File: src/rtl/ppu_control_pipe.sv
// ppu_control_pipe: decodes MIPS instructions into control words and carries them down a STAGES-deep valid-tagged pipe.
// Optional illegal-opcode trap enabled by defining PPU_CTRL_ILLEGAL_TRAP_EN.
module ppu_control_pipe #(
  parameter int CW_WIDTH = 22,
  parameter int STAGES   = 3
) (
  input  logic                         clk,
  input  logic                         rst_n,
  input  logic                         instr_valid,
  input  logic [31:0]                  instruction,
  input  logic                         stall,
  input  logic                         flush,
  output logic [STAGES*CW_WIDTH-1:0]   ctrl_out,
  output logic [STAGES-1:0]            valid_out,
  output logic                         delay_slot_out,
  output logic                         illegal_instr
);
  typedef enum logic {NORMAL, DELAY_SLOT} state_t;
  state_t state;
  logic [5:0] op, fn;
  logic [4:0] rt;
  logic [21:0] dec;
  logic accept, ct, trap;
  logic [CW_WIDTH-1:0] cw [STAGES];
  always_comb begin
    op = instruction[31:26];
    rt = instruction[20:16];
    fn = instruction[5:0];
    dec = instruction == '0                 ? 22'h0 :
          op == 6'h09                       ? 22'h20300 :
          op == 6'h00 && fn == 6'h23        ? 22'h00900 :
          op == 6'h24                       ? 22'h20304 :
          op == 6'h28                       ? 22'h20014 :
          op == 6'h07                       ? 22'h05480 :
          op == 6'h01 && rt == 5'h01        ? 22'h04c80 :
          op == 6'h04                       ? 22'h00480 :
          op == 6'h03                       ? 22'h3de180 :
          op == 6'h00 && fn == 6'h08        ? 22'h280000 :
          op == 6'h0f                       ? 22'h2d900 : 22'h0;
    accept = instr_valid & ~stall & ~flush;
    ct = dec[21] | dec[10];
`ifdef PPU_CTRL_ILLEGAL_TRAP_EN
    trap = dec == '0 && instruction != '0;
`else
    trap = 1'b0;
`endif
  end
  // Downstream stages shift every edge; only stage0 reacts to stall/flush.
  always_ff @(posedge clk or negedge rst_n) begin
    if (!rst_n) begin
      for (int k = 0; k < STAGES; k++) cw[k] <= '0;
      valid_out      <= '0;
      delay_slot_out <= 1'b0;
      illegal_instr  <= 1'b0;
      state          <= NORMAL;
    end else begin
      cw[0]          <= accept ? CW_WIDTH'(dec) : '0;
      valid_out[0]   <= accept;
      for (int k = 1; k < STAGES; k++) begin
        cw[k]        <= cw[k-1];
        valid_out[k] <= valid_out[k-1];
      end
      delay_slot_out <= accept && state == DELAY_SLOT;
      illegal_instr  <= accept & trap;
      if (flush) state <= NORMAL;
      else if (accept && !trap) state <= ct ? DELAY_SLOT : NORMAL;
    end
  end
  for (genvar g = 0; g < STAGES; g++) begin : g_pack
    assign ctrl_out[g*CW_WIDTH +: CW_WIDTH] = cw[g];
  end
endmodule

File: config.mk
export PLATFORM = sky130hd
export DESIGN_NAME = ppu_control_pipe
export DESIGN_NICKNAME = d
export VERILOG_FILES = /design/src/rtl/ppu_control_pipe.sv
export SDC_FILE = /design/constraint.sdc
export NUM_CORES = 1
export LEC_CHECK = 0
export CAP_MARGIN = 20
export CORE_UTILIZATION = 37
export CTS_CLUSTER_DIAMETER = 40
export DETAILED_ROUTE_END_ITERATION = 6
export PLACE_DENSITY = 0.92
export SYNTH_ARGS = -nofsm -noshare
export SYNTH_HDL_FRONTEND = slang
export SYNTH_SLANG_ARGS = --single-unit
export TNS_END_PERCENT = 10
File: constraint.sdc
create_clock -name clk -period 0.85 [get_ports clk]
set_input_delay 0.17 -clock clk [delete_from_list [all_inputs] [get_ports clk]]
set_output_delay 0.17 -clock clk [all_outputs]
set_load 0.01 [all_outputs]
==> flow_summary_export.csv, run 1 <==
group,metric,value,unit
status,status,"finished with violations",
status,failed_checks,"setup timing",
critical_path,critical_path_class,"primary input to register",
sta,max_freq,0.8110,GHz
layout,area_growth,55.53,%
sta,maxSlewViolCount,0,
detailed_routing,firstDrtPassIters,4,
layout,nets,288,
sta,fin_ws,-383.1,ps
synth,synth-seq-cells,44,
sta,hold_violations,0,
pwr,seqPwrFrac,54.2,%
sta,skew,2.705,ps
pwr,clockPowerShare,33.0,%
layout,layout_commonest_cell,"buf_2",
global_routing,overflow,0,
cts,clockBufferDepth,2,
synth,synth_edf_count,0,
layout,register_area,1101,um^2
cts,cts_tree,"built",
placed_design,routabilityCongestion,0.8769,
sta,setup-tns-final,-11740,ps
pwr,internal-power,2.986,mW
cts,cts_max_level,2,
cts,clockRootBuffer,"clkbuf_8",
global_routing,grt_use_total,16.88,%
layout,layout-drive-gt1-share,54.37,%
cts,clkSinkCount,44,
sta,setup_violations,69,
run,cap_violations,0,
floorplan,core_area,4504,um^2
sta,rsz0062_at_grt,"yes",
cts,clk_pin_slew,70,ps
detailed_routing,wire_per_inst,14.57,um
layout,layout_common_cells,"buf_2, dfrtp_1, buf_4",
floorplan,io_pins,108,
critical_path,cp.arrival,1410,ps
floorplan,dieArea,5142,um^2
pwr,switching_share,23.25,%
global_routing,grt_pass1_wl,6548,um
critical_path,crit_fanout,6,
layout,multiInputGateArea,709.4,um^2
floorplan,die_y,71.71,um
synth,ys_seq_area_share,61.24,%
sta,layout_min_cycle_time,1233,ps
floorplan,start_util,39.92,%
pwr,p_per_area,1391,nW/um^2
global_routing,grt_max_degree,45,
synth,postSynthCellCount,144,
pwr,vdd_ir_drop_max,596.2,uV
detailed_routing,vias,1475,
synth,synth_warnings,0,
cts,numCtsBuffers,5,
floorplan,fp.dieW,71.71,um
layout,nFillCells,387,
synth,yosys.cell_types.count,38,
synth,netlist_area,1798,um^2
detailed_routing,drt_iter0_drc,41,
synth,avgSynthCellArea,12.49,um^2
critical_path,cp-start-kind,"primary input",
cts,insertion_delay,290,ps
sta,period_share,145.1,%
synth,synthArstFlopShare,100.0,%
placed_design,dp.final_hpwl,2973,um
pwr,switching_power,0.9045,mW
min_path,hold_class,"primary input to register",
detailed_routing,route.detailed.drc,0,
critical_path,cp.required,1030,ps
pwr,combPwrFrac,12.7,%
layout,antenna_cells,0,
layout,final_area,2796,um^2
detailed_routing,wl,4429,um
synth,synth_ff_type,"dfrtp_1",
detailed_routing,drt-vias-per-instance,4.852,
pwr,p_leak,1.501,nW
global_routing,grt_antenna_before_repair,0,
detailed_routing,postRouteAntennaNets,0,
floorplan,rows,24,
placed_design,postPlaceCellArea,2749,um^2
placed_design,portBuffers,91,
critical_path,cp-end-kind,"register",
global_routing,grt_pass1_vias,1383,
[per-layer routing]
| layer | GRT usage (%) | vias up | wire length, um |
|---|---|---|---|
| li1 | - | 681 | - |
| met1 | 18.30 | 698 | 1615 |
| met2 | 30.19 | 82 | 2324 |
| met3 | 3.657 | 14 | 306 |
| met4 | 10.02 | 0 | 184 |
| met5 | 0 | - | 0 |
[per-stage QoR]
step | instances | hold slack (ps) | worst slack [ps] | total power, mW | util [%]
global placement | 290 | 154.9 | -1085 | 2.605 | 61.03
floorplan | 159 | -125.6 | -486.2 | 2.355 | -
global route | 304 | 260.6 | -412.1 | 4.079 | 62.08
finish | 304 | 260.8 | -383.1 | 3.891 | 62.08
detailed placement | 290 | 155.2 | -1117 | 2.617 | 61.03
CTS | 303 | 361.0 | -409.3 | 3.896 | 60.64
[worst paths after layout]
check / from / to / slack [ps] / cells past startpoint
worst min-delay path: instruction[30] / ctrl_out[9]$_DFF_PN0_ / 260 / 3
max in group asynchronous: rst_n / delay_slot_out$_DFF_PN0_ / 280 / 3
worst max-delay path: instruction[12] / ctrl_out[11]$_DFF_PN0_ / -380 / 6
worst min register to register: valid_out[0]$_DFF_PN0_ / valid_out[1]$_DFF_PN0_ / 370 / 0
worst max register to register: state$_DFFE_PN0P_ / state$_DFFE_PN0P_ / 160 / 2
min in group asynchronous: rst_n / ctrl_out[58]$_DFF_PN0_ / 380 / 3
[power by group through the flow]
stage               clock [mW]  sequential, mW  combinational (mW)
floorplan                    0            2.16               0.197
global placement             0            2.15               0.455
detailed placement           0            2.15               0.466
CTS                       1.32            2.11               0.467
global route              1.43            2.11               0.535
finish                    1.29            2.11               0.495
[final cells by class]
type	count	area share, %
clock inverter	2	0.3579
clock buffer	6	2.953
inverter	1	0.1342
timing repair buffer	117	29.49
multi-input combinational	82	25.37
tap	52	2.327
sequential	44	39.37
[timing repair]
item                                   in CTS  in global routing
hold buffers                                1                  0
gates resized for setup                   298                 48
gates cloned                                1                  0
setup endpoints to repair                  69                 69
pin swaps                                  15                 16
endpoints found under the hold margin      44                  0
buffers inserted                            3                  1
[cells by family after synthesis]
logic type             share of synthesized area (%)
AND/OR/NAND/NOR                                17.54
AO/OA/AOI/OAI                                  5.289
buffers and inverters                          14.27
other                                         0.2086
XOR/XNOR                                       1.462
flip-flops                                     61.24
[flip-flops by register name, summed over array words and instances (netlist names)]
register        count
delay_slot_out      1
valid_out           3
ctrl_out           39
state               1
[worst max-delay path, stage by stage]
cell	delay, ps
buf_6	90
or4_4	530
nor3_4	150
a311o_2	300
buf_6	150
a21oi_2	30
[Yosys cell counts (2+ instances only)]
cell | count | area share [%]
and4b_1 | 2 | 1.1
nand2_1 | 4 | 0.83
a21oi_1 | 4 | 1.1
nor2_1 | 7 | 1.5
nor2b_1 | 2 | 0.70
and4_1 | 3 | 1.5
nor4_1 | 6 | 2.1
nor3_1 | 8 | 2.2
nor4b_1 | 4 | 1.9
dfrtp_1 | 44 | 61
buf_4 | 30 | 13
xnor2_1 | 2 | 0.97
buf_6 | 2 | 1.3
nand3_1 | 2 | 0.56
(Power assumes the default switching activity.)
==> run 2, diff against run 1 <==
- CORE_MARGIN: default -> 4
- CTS_CLUSTER_DIAMETER: 40 -> default
- GPL_TIMING_DRIVEN: default -> 0
==> run 2 against run 1 <==
Effect of this change: the run ends with hold timing, setup timing left; maximum frequency increased by 0.40%; utilization increased by 0.17 points; first-iteration DRC count increased by 15%; clock skew increased by 5.6 ps; non-clock buffer count increased by 11; register-to-register slack improved by 30 ps; largest cell class unchanged; largest power group unchanged.
==> flow_summary_export.csv, run 2 (same netlist as run 1, synthesis figures left out) <==
group,metric,value,unit
critical_path,crit_fanout,4,
pwr,p_per_area,1455,nW/um^2
critical_path,cp_slowest_cell,"dfrtp_1",
detailed_routing,drt_iter0_drc,47,
layout,layout_common_cells,"buf_2, dfrtp_1, buf_6",
global_routing,grt_max_degree,45,
sta,fin_ws,-378.2,ps
detailed_routing,wire_per_inst,13.61,um
cts,cts_hold_buf,0,
floorplan,start_util,38.07,%
placed_design,portBuffers,89,
cts,clockBufferDepth,2,
detailed_routing,route.detailed.drc,0,
floorplan,rows,25,
sta,tightest_slew,904.2,ps
layout,largest_reg_flops,39,
critical_path,worst-path-buf-inv,3,
floorplan,core_area,4723,um^2
status,failed_checks,"hold timing, setup timing",
global_routing,grt_pass1_vias,1491,
critical_path,r2r_start,"state$_DFFE_PN0P_",
floorplan,die_y,77.71,um
sta,setup_violations,69,
critical_path,reg2reg_depth,2,
placed_design,routabilityCongestion,0.9013,
sta,max_freq,0.8142,GHz
cts,cts_max_level,2,
sta,skew,8.282,ps
pwr,p_leak,1.551,nW
floorplan,dieArea,6039,um^2
global_routing,grt_antenna_before_repair,0,
global_routing,grt_use_total,15.42,%
sta,layout_min_cycle_time,1228,ps
critical_path,crit_cells,3,
critical_path,cp.arrival,1060,ps
floorplan,fp.dieW,77.71,um
placed_design,dp.final_hpwl,3194,um
sta,maxSlewViolCount,0,
critical_path,cp-end-kind,"output port",
critical_path,worstSetupStartpoint,"ctrl_out[20]$_DFF_PN0_",
cts,clockRootBuffer,"clkbuf_8",
layout,layout-drive-gt1-share,51.15,%
layout,antenna_cells,0,
layout,final_util,62.25,%
sta,setup-tns-final,-14580,ps
detailed_routing,wl,4479,um
layout,nets,298,
critical_path,crit_top_cell,"buf_6",
sta,whs,-6.583,ps
layout,area_growth,63.54,%
critical_path,cp_top_family,"flip-flops",
critical_path,crit_chain,"buf_6 -> buf_6 -> buf_6",
detailed_routing,firstDrtPassIters,4,
sta,hold_violations,11,
critical_path,critical_path_class,"register to output port",
detailed_routing,drt-vias-per-instance,4.444,
placed_design,place_inst,315,
min_path,hold_class,"primary input to async pin",
sta,period_share,144.5,%
critical_path,cp.required,680,ps
cts,numCtsBuffers,5,
sta,relSlewSlack,39.72,%
status,status,"finished with violations",
cts,insertion_delay,300,ps
floorplan,io_pins,108,
cts,clk_pin_slew,80,ps
critical_path,max_stage_delay,420,ps
layout,stdcell_count,329,
detailed_routing,vias,1462,
cts,cts_tree,"built",
cts,clkSinkCount,44,
sta,rsz0062_at_grt,"yes",
placed_design,dp_slack,-1085,ps
global_routing,grt_pass1_wl,7231,um
global_routing,overflow,0,
layout,layout_commonest_cell,"buf_2",
pwr,vdd_ir_drop_max,787.1,uV
run,cap_violations,0,
critical_path,cp-start-kind,"register",
detailed_routing,postRouteAntennaNets,0,
==> run 2: changes by cell type in the layout (fill, tap and decap cells not counted), sizes merged <==
| cell | before | now |
|---|---|---|
| a311o | 2 | 1 |
| clkdlybuf4s15 | 7 | 13 |
| dlygate4sd2 | 9 | 11 |
| clkbuf | 18 | 8 |
| bufinv | 0 | 1 |
| dlygate4sd3 | 1 | 0 |
| clkinv | 2 | 0 |
| buf | 85 | 102 |
| dlymetal6s2s | 2 | 0 |
==> run 2: cell type report <==
cell class | count | area [um^2]
well taps | 67 | 83.83
fillers | 389 | 1783
multi-input cells | 81 | 620.6
inverters | 1 | 3.754
flip-flops and latches | 44 | 1101
clock inverters | 1 | 30.03
repair buffers | 95 | 740.7
plain buffers | 33 | 264.0
clock buffers | 7 | 96.34
==> run 2: layer usage <==
| layer | vias up | part of all wire [%] | GRT usage [%] |
|---|---|---|---|
| met1 | 688 | 37 | 16.84 |
| met4 | 0 | 2.7 | 7.295 |
| li1 | 691 | - | - |
| met3 | 10 | 8.2 | 4.872 |
| met2 | 73 | 52 | 26.97 |
| met5 | - | 0 | 0 |
==> run 2: final timing paths <==
path                                                to  slack, ps
worst max-delay path                      ctrl_out[16]       -380
worst min-delay path            ctrl_out[54]$_DFF_PN0_         -7
worst max register to register       state$_DFFE_PN0P_        190
worst min register to register  valid_out[1]$_DFF_PN0_        370
max in group asynchronous       ctrl_out[11]$_DFF_PN0_        290
min in group clk                 ctrl_out[9]$_DFF_PN0_        140
==> run 2: power by group <==
group	internal (mW)	switching (mW)
clock network	1.04	0.664
registers	2.10	0.00575
logic	0.230	0.239
==> run 2: stage by stage <==
step	power (mW)	instance area [um^2]
after floorplan	2.355	1861
after global placement	2.605	2835
after detailed placement	2.612	2830
after CTS	4.292	2851
after global routing	4.483	2940
final	4.279	2940
==> run 2: repair_timing <==
item | in CTS | in global routing
cloned | 1 | 0
pin swaps | 12 | 2
endpoints found under the hold margin | 0 | 0
setup buffers | 5 | 0
setup endpoints to repair | 69 | 69
gates resized for setup | 308 | 26
